<file path="config.mk">
export PLATFORM = sky130hd
export DESIGN_NAME = mul_job_sequencer
export DESIGN_NICKNAME = d
export VERILOG_FILES = /design/src/rtl/mul_job_sequencer_pkg.sv /design/src/rtl/mul_operand_fifo.sv /design/src/rtl/mul_job_sequencer.sv
export SDC_FILE = /design/constraint.sdc
export NUM_CORES = 1
export LEC_CHECK = 0
export ABC_CLOCK_PERIOD_IN_PS = 12200
export CAP_MARGIN = 40
export CORE_ASPECT_RATIO = 0.8
export CORE_UTILIZATION = 45
export DETAILED_ROUTE_END_ITERATION = 6
export PLACE_DENSITY = 0.74
export REMOVE_ABC_BUFFERS = 1
export SLEW_MARGIN = 15
export SYNTH_ARGS = -nofsm -noshare
export SYNTH_HDL_FRONTEND = slang
export SYNTH_SLANG_ARGS = --single-unit
</file>
<file path="constraint.sdc">
create_clock -name clk -period 12.2 [get_ports clk]
set_clock_uncertainty 0.15 [all_clocks]
set_input_delay 3.05 -clock clk [delete_from_list [all_inputs] [get_ports clk]]
set_output_delay 3.05 -clock clk [all_outputs]
set_load 0.01 [all_outputs]
</file>
<file path="src/rtl/mul_job_sequencer_pkg.sv">
`default_nettype none
// ============================================================================
// Module   : mul_job_sequencer_pkg
// Brief    : Shared state encoding and default sizing for the job sequencer.
// Revision : 1.0 - initial release
// ============================================================================
package mul_job_sequencer_pkg;

    localparam int unsigned c_DEF_WIDTH      = 64;
    localparam int unsigned c_DEF_FIFO_DEPTH = 4;
    localparam int unsigned c_DEF_TIMEOUT    = 128;

    typedef enum logic [1:0] {
        ST_IDLE  = 2'd0,
        ST_RUN   = 2'd1,
        ST_CLEAR = 2'd2
    } seq_state_t;

endpackage
`default_nettype wire

</file>
<file path="src/rtl/mul_operand_fifo.sv">
`default_nettype none
// ============================================================================
// Module   : mul_operand_fifo
// Brief    : Synchronous operand-pair FIFO; full pushes and empty pops are dropped.
// Revision : 1.0 - initial release
// ============================================================================
module mul_operand_fifo
    import mul_job_sequencer_pkg::*;
#(
    parameter int unsigned DATA_W = 2 * c_DEF_WIDTH,
    parameter int unsigned DEPTH  = c_DEF_FIFO_DEPTH
) (
    input  logic              clk,
    input  logic              reset_n,
    input  logic              i_push,
    input  logic              i_pop,
    input  logic [DATA_W-1:0] i_wr_data,
    output logic [DATA_W-1:0] o_rd_data,
    output logic              o_full,
    output logic              o_empty
);

    localparam int unsigned   c_AW        = $clog2(DEPTH);
    localparam logic [c_AW:0] c_DEPTH_CNT = (c_AW + 1)'(DEPTH);

    logic [DATA_W-1:0] r_mem [DEPTH];
    logic [c_AW-1:0]   r_wr_ptr;
    logic [c_AW-1:0]   r_rd_ptr;
    logic [c_AW:0]     r_count;
    logic              w_push;
    logic              w_pop;

    assign o_full    = (r_count == c_DEPTH_CNT);
    assign o_empty   = (r_count == '0);
    assign w_push    = i_push && !o_full;
    assign w_pop     = i_pop && !o_empty;
    assign o_rd_data = r_mem[r_rd_ptr];

    // Power-of-two depth lets the pointers wrap naturally.
    always_ff @(posedge clk or negedge reset_n) begin
        if (!reset_n) begin
            r_wr_ptr <= '0;
            r_rd_ptr <= '0;
            r_count  <= '0;
        end else begin
            if (w_push) r_wr_ptr <= r_wr_ptr + 1'b1;
            if (w_pop)  r_rd_ptr <= r_rd_ptr + 1'b1;
            if (w_push && !w_pop)      r_count <= r_count + 1'b1;
            else if (w_pop && !w_push) r_count <= r_count - 1'b1;
        end
    end

    always_ff @(posedge clk) begin
        if (w_push) r_mem[r_wr_ptr] <= i_wr_data;
    end

endmodule
`default_nettype wire

</file>
<file path="src/rtl/mul_job_sequencer.sv">
`default_nettype none
// ============================================================================
// Module   : mul_job_sequencer
// Brief    : Feeds queued operand pairs to a multiplier one job at a time and
//            hands products downstream, with a watchdog against a hung core.
// Revision : 1.0 - initial release
// ============================================================================
module mul_job_sequencer
    import mul_job_sequencer_pkg::*;
#(
    parameter int unsigned WIDTH      = c_DEF_WIDTH,
    parameter int unsigned FIFO_DEPTH = c_DEF_FIFO_DEPTH,
    parameter int unsigned TIMEOUT    = c_DEF_TIMEOUT
) (
    input  logic               clk,
    input  logic               reset_n,
    input  logic               in_valid,
    output logic               in_ready,
    input  logic [WIDTH-1:0]   in_multiplier,
    input  logic [WIDTH-1:0]   in_multiplicand,
    output logic [WIDTH-1:0]   mul_multiplier,
    output logic [WIDTH-1:0]   mul_multiplicand,
    output logic               mul_op_start,
    output logic               mul_op_clear,
    input  logic               mul_op_done,
    input  logic [2*WIDTH-1:0] mul_result,
    output logic               out_valid,
    input  logic               out_ready,
    output logic [2*WIDTH-1:0] out_result,
    output logic               busy,
    output logic               err_timeout
);

    localparam int unsigned         c_WD_W    = $clog2(TIMEOUT + 1);
    localparam logic [c_WD_W-1:0]   c_WD_LAST = c_WD_W'(TIMEOUT - 1);

    seq_state_t         r_state;
    seq_state_t         w_state_nxt;
    logic               w_pop;
    logic               w_capture;
    logic               w_timeout;
    logic               w_fifo_full;
    logic               w_fifo_empty;
    logic [2*WIDTH-1:0] w_head;
    logic [c_WD_W-1:0]  r_wdog;
    logic [WIDTH-1:0]   r_mul_multiplier;
    logic [WIDTH-1:0]   r_mul_multiplicand;
    logic               r_op_start;
    logic               r_op_clear;
    logic               r_out_valid;
    logic [2*WIDTH-1:0] r_out_result;
    logic               r_err_timeout;

    mul_operand_fifo #(
        .DATA_W (2 * WIDTH),
        .DEPTH  (FIFO_DEPTH)
    ) u_fifo (
        .clk       (clk),
        .reset_n   (reset_n),
        .i_push    (in_valid && in_ready),
        .i_pop     (w_pop),
        .i_wr_data ({in_multiplier, in_multiplicand}),
        .o_rd_data (w_head),
        .o_full    (w_fifo_full),
        .o_empty   (w_fifo_empty)
    );

    // Held low during reset so the producer never sees a ready it cannot use.
    assign in_ready         = reset_n && !w_fifo_full;
    assign busy             = (r_state != ST_IDLE) || !w_fifo_empty;
    assign mul_multiplier   = r_mul_multiplier;
    assign mul_multiplicand = r_mul_multiplicand;
    assign mul_op_start     = r_op_start;
    assign mul_op_clear     = r_op_clear;
    assign out_valid        = r_out_valid;
    assign out_result       = r_out_result;
    assign err_timeout      = r_err_timeout;

    always_ff @(posedge clk or negedge reset_n) begin
        if (!reset_n) r_state <= ST_IDLE;
        else          r_state <= w_state_nxt;
    end

    always_comb begin
        w_state_nxt = r_state;
        w_pop       = 1'b0;
        w_capture   = 1'b0;
        w_timeout   = 1'b0;
        case (r_state)
            ST_IDLE: begin
                if (!w_fifo_empty) begin
                    w_pop       = 1'b1;
                    w_state_nxt = ST_RUN;
                end
            end
            ST_RUN: begin
                // A finished job waits here while the output slot is still occupied.
                if (mul_op_done) begin
                    if (!r_out_valid || out_ready) begin
                        w_capture   = 1'b1;
                        w_state_nxt = ST_CLEAR;
                    end
                end else if (r_wdog == c_WD_LAST) begin
                    w_timeout   = 1'b1;
                    w_state_nxt = ST_CLEAR;
                end
            end
            ST_CLEAR: w_state_nxt = ST_IDLE;
            default:  w_state_nxt = ST_IDLE;
        endcase
    end

    always_ff @(posedge clk or negedge reset_n) begin
        if (!reset_n) begin
            r_op_start         <= 1'b0;
            r_op_clear         <= 1'b0;
            r_err_timeout      <= 1'b0;
            r_wdog             <= '0;
            r_mul_multiplier   <= '0;
            r_mul_multiplicand <= '0;
            r_out_valid        <= 1'b0;
            r_out_result       <= '0;
        end else begin
            r_op_start    <= (w_state_nxt == ST_RUN);
            r_op_clear    <= (w_state_nxt == ST_CLEAR);
            r_err_timeout <= w_timeout;
            if (w_pop) begin
                r_mul_multiplier   <= w_head[2*WIDTH-1:WIDTH];
                r_mul_multiplicand <= w_head[WIDTH-1:0];
                r_wdog             <= '0;
            end else if (r_state == ST_RUN && !mul_op_done) begin
                r_wdog <= r_wdog + 1'b1;
            end
            if (w_capture) begin
                r_out_result <= mul_result;
                r_out_valid  <= 1'b1;
            end else if (r_out_valid && out_ready) begin
                r_out_valid <= 1'b0;
            end
        end
    end

endmodule
`default_nettype wire
</file>
==> flow_metrics.env <==
export IMPL_status="finished clean"
export IMPL_cp_arrival_ps=4180
export IMPL_vias=14700
export IMPL_tightest_slew_ps=809
export IMPL_ys_top_cells_by_area="edfxtp_1 (53%), dfrtp_1 (24%), mux2_2 (10%)"
export IMPL_syn_area_sq_um=29000
export IMPL_yosysTopAreaCell="edfxtp_1"
export IMPL_grt_first_pass_wirelength_um=99800
export IMPL_cts_setup_buffers=0
export IMPL_io_pins=523
export IMPL_cts_sink_count=789
export IMPL_avgRoutedWirePerCell_um=24.1
export IMPL_cts_tree="built"
export IMPL_synth_edf_count=512
export IMPL_power_mw=9.54
export IMPL_hp_class="reg2reg"
export IMPL_synthCells=1307
export IMPL_clk_pin_slew_ps=60
export IMPL_ant_nets=0
export IMPL_drt_total_wl_um=67200
export IMPL_setup_viol=0
export IMPL_nFillCells=4523
export IMPL_slew_headroom_pct=46.1
export IMPL_hpwl_um=44800
export IMPL_reg2regPathDepth=5
export IMPL_clk_path_buf_depth=3
export IMPL_dr_pass1_iters=5
export IMPL_antenna_found_initial=15
export IMPL_grt_max_degree=70
export IMPL_ys_types=36
export IMPL_die_w_um=286
export IMPL_crit_path_max_incr_delay_ps=570
export IMPL_grt_total_usage_pct=20.7
export IMPL_ys_flop_type="edfxtp_1"
export IMPL_maxCapViolations=0
export IMPL_port_buffers=522
export IMPL_start_kind="input pin"
export IMPL_ys_warn_count=0
export IMPL_drt_iter0_drc=881
export IMPL_grt_pass1_vias=15600
export IMPL_numCtsBuffers=79
export IMPL_grt_overflow=0
export IMPL_peakVddDrop_uv=172
export IMPL_synth_seq_cells=789
export IMPL_nNetsFinal=2151
export IMPL_synth_avg_cell_area_sq_um=22.2
export IMPL_p_per_area_nw_per_um2=251
export IMPL_dieArea_sq_um=65400
export IMPL_required_ps=9000
export IMPL_cts_resized=0
export IMPL_drive_above_1_share_pct=28.0
export IMPL_path_class="in2out"
export IMPL_row_count=82
export IMPL_start_util_pct=45.9
export IMPL_worst_path_max_fanout=42
export IMPL_postCtsHoldBufs=0
export IMPL_synth_seq_area_share_pct=77.0
export IMPL_fmax_mhz=136
export IMPL_slew_viol_final=0
export IMPL_hold_violations=0
export IMPL_layout_worst_path_cycle_share_pct=60.5
export IMPL_gp_congestion=0.832
export IMPL_path_cells="buf_8, o31a_1, clkdlybuf4s50_1"
export IMPL_synth_top_cell_area_share_pct=53.1
export IMPL_async_reset_ff_share_pct=35.1
export IMPL_leakage_nw=13.5
export IMPL_core_area_sq_um=63100
export IMPL_cp_end_kind="primary output"
export IMPL_cts_htree_levels=3
export IMPL_tns_ps=0
export IMPL_clk_insertion_delay_late_ps=630
export IMPL_route_detailed_drc=0
export IMPL_period_minus_slack_ps=7380
export IMPL_die_y_um=229
export IMPL_viasPerCell=5.28
export IMPL_cpMaxStageDelayCell="clkdlybuf4s50_1"
export IMPL_grt_setup_unrepaired="no"
export IMPL_area_delta_synth_final_pct=31.2
export IMPL_cts_root_buffer="clkbuf_16"
export IMPL_hold_depth=1
[final timing paths]
| check | endpoint | slack, ps | start |
|---|---|---|---|
| setup / recovery | in_ready | 4820 | reset_n |
| setup reg to reg | u_fifo.r_mem[3][120] | 8810 | u_fifo.r_count[0] |
| hold reg to reg | mul_multiplier[13] | 330 | mul_multiplier[13] |
| max in group asynchronous | u_fifo.r_rd_ptr[1] | 7760 | reset_n |
| hold / removal | mul_multiplier[13] | 330 | mul_multiplier[13] |
| min in group asynchronous | out_result[8] | 2170 | reset_n |
[cells by family after synthesis]
| group | after synthesis | synth area share (%) |
|---|---|---|
| compound gates | 18 | 0.393 |
| simple gates | 34 | 0.665 |
| mux | 387 | 20.0 |
| xor+xnor | 7 | 0.212 |
| flops | 789 | 77.0 |
| buf+inv | 65 | 1.39 |
| fa+ha+maj | 7 | 0.328 |
[flip-flops by register name (all words and copies together) (netlist names), 2 cells and up]
| signal | count |
|---|---|
| mul_multiplicand | 64 |
| u_fifo.r_mem | 512 |
| out_result | 128 |
| u_fifo.r_count | 3 |
| u_fifo.r_rd_ptr | 2 |
| u_fifo.r_wr_ptr | 2 |
| mul_multiplier | 64 |
| r_state | 2 |
| r_wdog | 8 |
[layout make-up]
| class | instances | area (sq um) | area share [%] |
|---|---|---|---|
| multi-input combinational | 453 | 6290 | 16.6 |
| sequential | 789 | 22300 | 58.7 |
| timing repair buffer | 554 | 5700 | 15.0 |
| antenna | 3 | 7.51 | 0.0198 |
| clock buffer | 110 | 2210 | 5.80 |
| clock inverter | 37 | 423 | 1.11 |
| inverter | 6 | 22.5 | 0.0593 |
| tap | 840 | 1050 | 2.77 |
[cell usage after synthesis (2+ instances only)]
| master | number |
|---|---|
| nand2_1 | 5 |
| nand3_1 | 4 |
| xor2_1 | 3 |
| a31o_2 | 2 |
| or4_1 | 4 |
| a21oi_1 | 8 |
| buf_6 | 12 |
| o21ai_0 | 3 |
| xnor2_1 | 4 |
| inv_1 | 6 |
| buf_2 | 23 |
| mux4_2 | 128 |
| nand2b_1 | 2 |
| edfxtp_1 | 512 |
| dfrtp_1 | 277 |
| nor2_1 | 6 |
| buf_1 | 4 |
| buf_4 | 10 |
| o31ai_1 | 3 |
| or3_1 | 3 |
| mux2_2 | 257 |
| ha_1 | 6 |
| and2_1 | 4 |
| clkbuf_1 | 9 |
[layout by cell type (no fill, tap or decap), types with 10 or more instances in the layout]
cell	netlist	layout
buf_16	0	10
buf_4	10	20
clkbuf_1	9	22
clkbuf_16	0	81
clkdlybuf4s50_1	0	521
clkinv_2	0	13
dfrtp_1	277	275
edfxtp_1	512	512
mux2_2	257	257
mux4_2	128	128
[where the power goes]
group | switching, mW | internal [mW]
Combinational | 1.36 | 1.88
Sequential | 0.350 | 3.53
Clock | 1.02 | 1.39
[critical path, delay by kind of cell]
kind,cells,cell delay [ps]
buffers and inverters,2,870
AOI/OAI and AO/OA,1,220
[per-stage QoR]
stage	hold slack, ps	instances	setup WS (ps)	cell area, sq um	util, %
floorplan	363	1248	3960	28600	-
global placement	328	2630	4820	35100	55.6
detailed placement	325	2639	4820	35300	55.9
CTS	339	2786	4810	37900	60.1
global route	368	2789	4760	38000	60.2
finish	334	2792	4820	38000	60.2
[metal layers]
metal	GRT usage [%]	up-vias	share of wire (%)
met4	5.35	22	1.9
met2	32.3	497	48
met3	5.70	109	7.1
met5	0	-	0.21
li1	-	6353	-
met1	28.9	7763	43
Note: power is estimated with default switching activity, not from simulation.
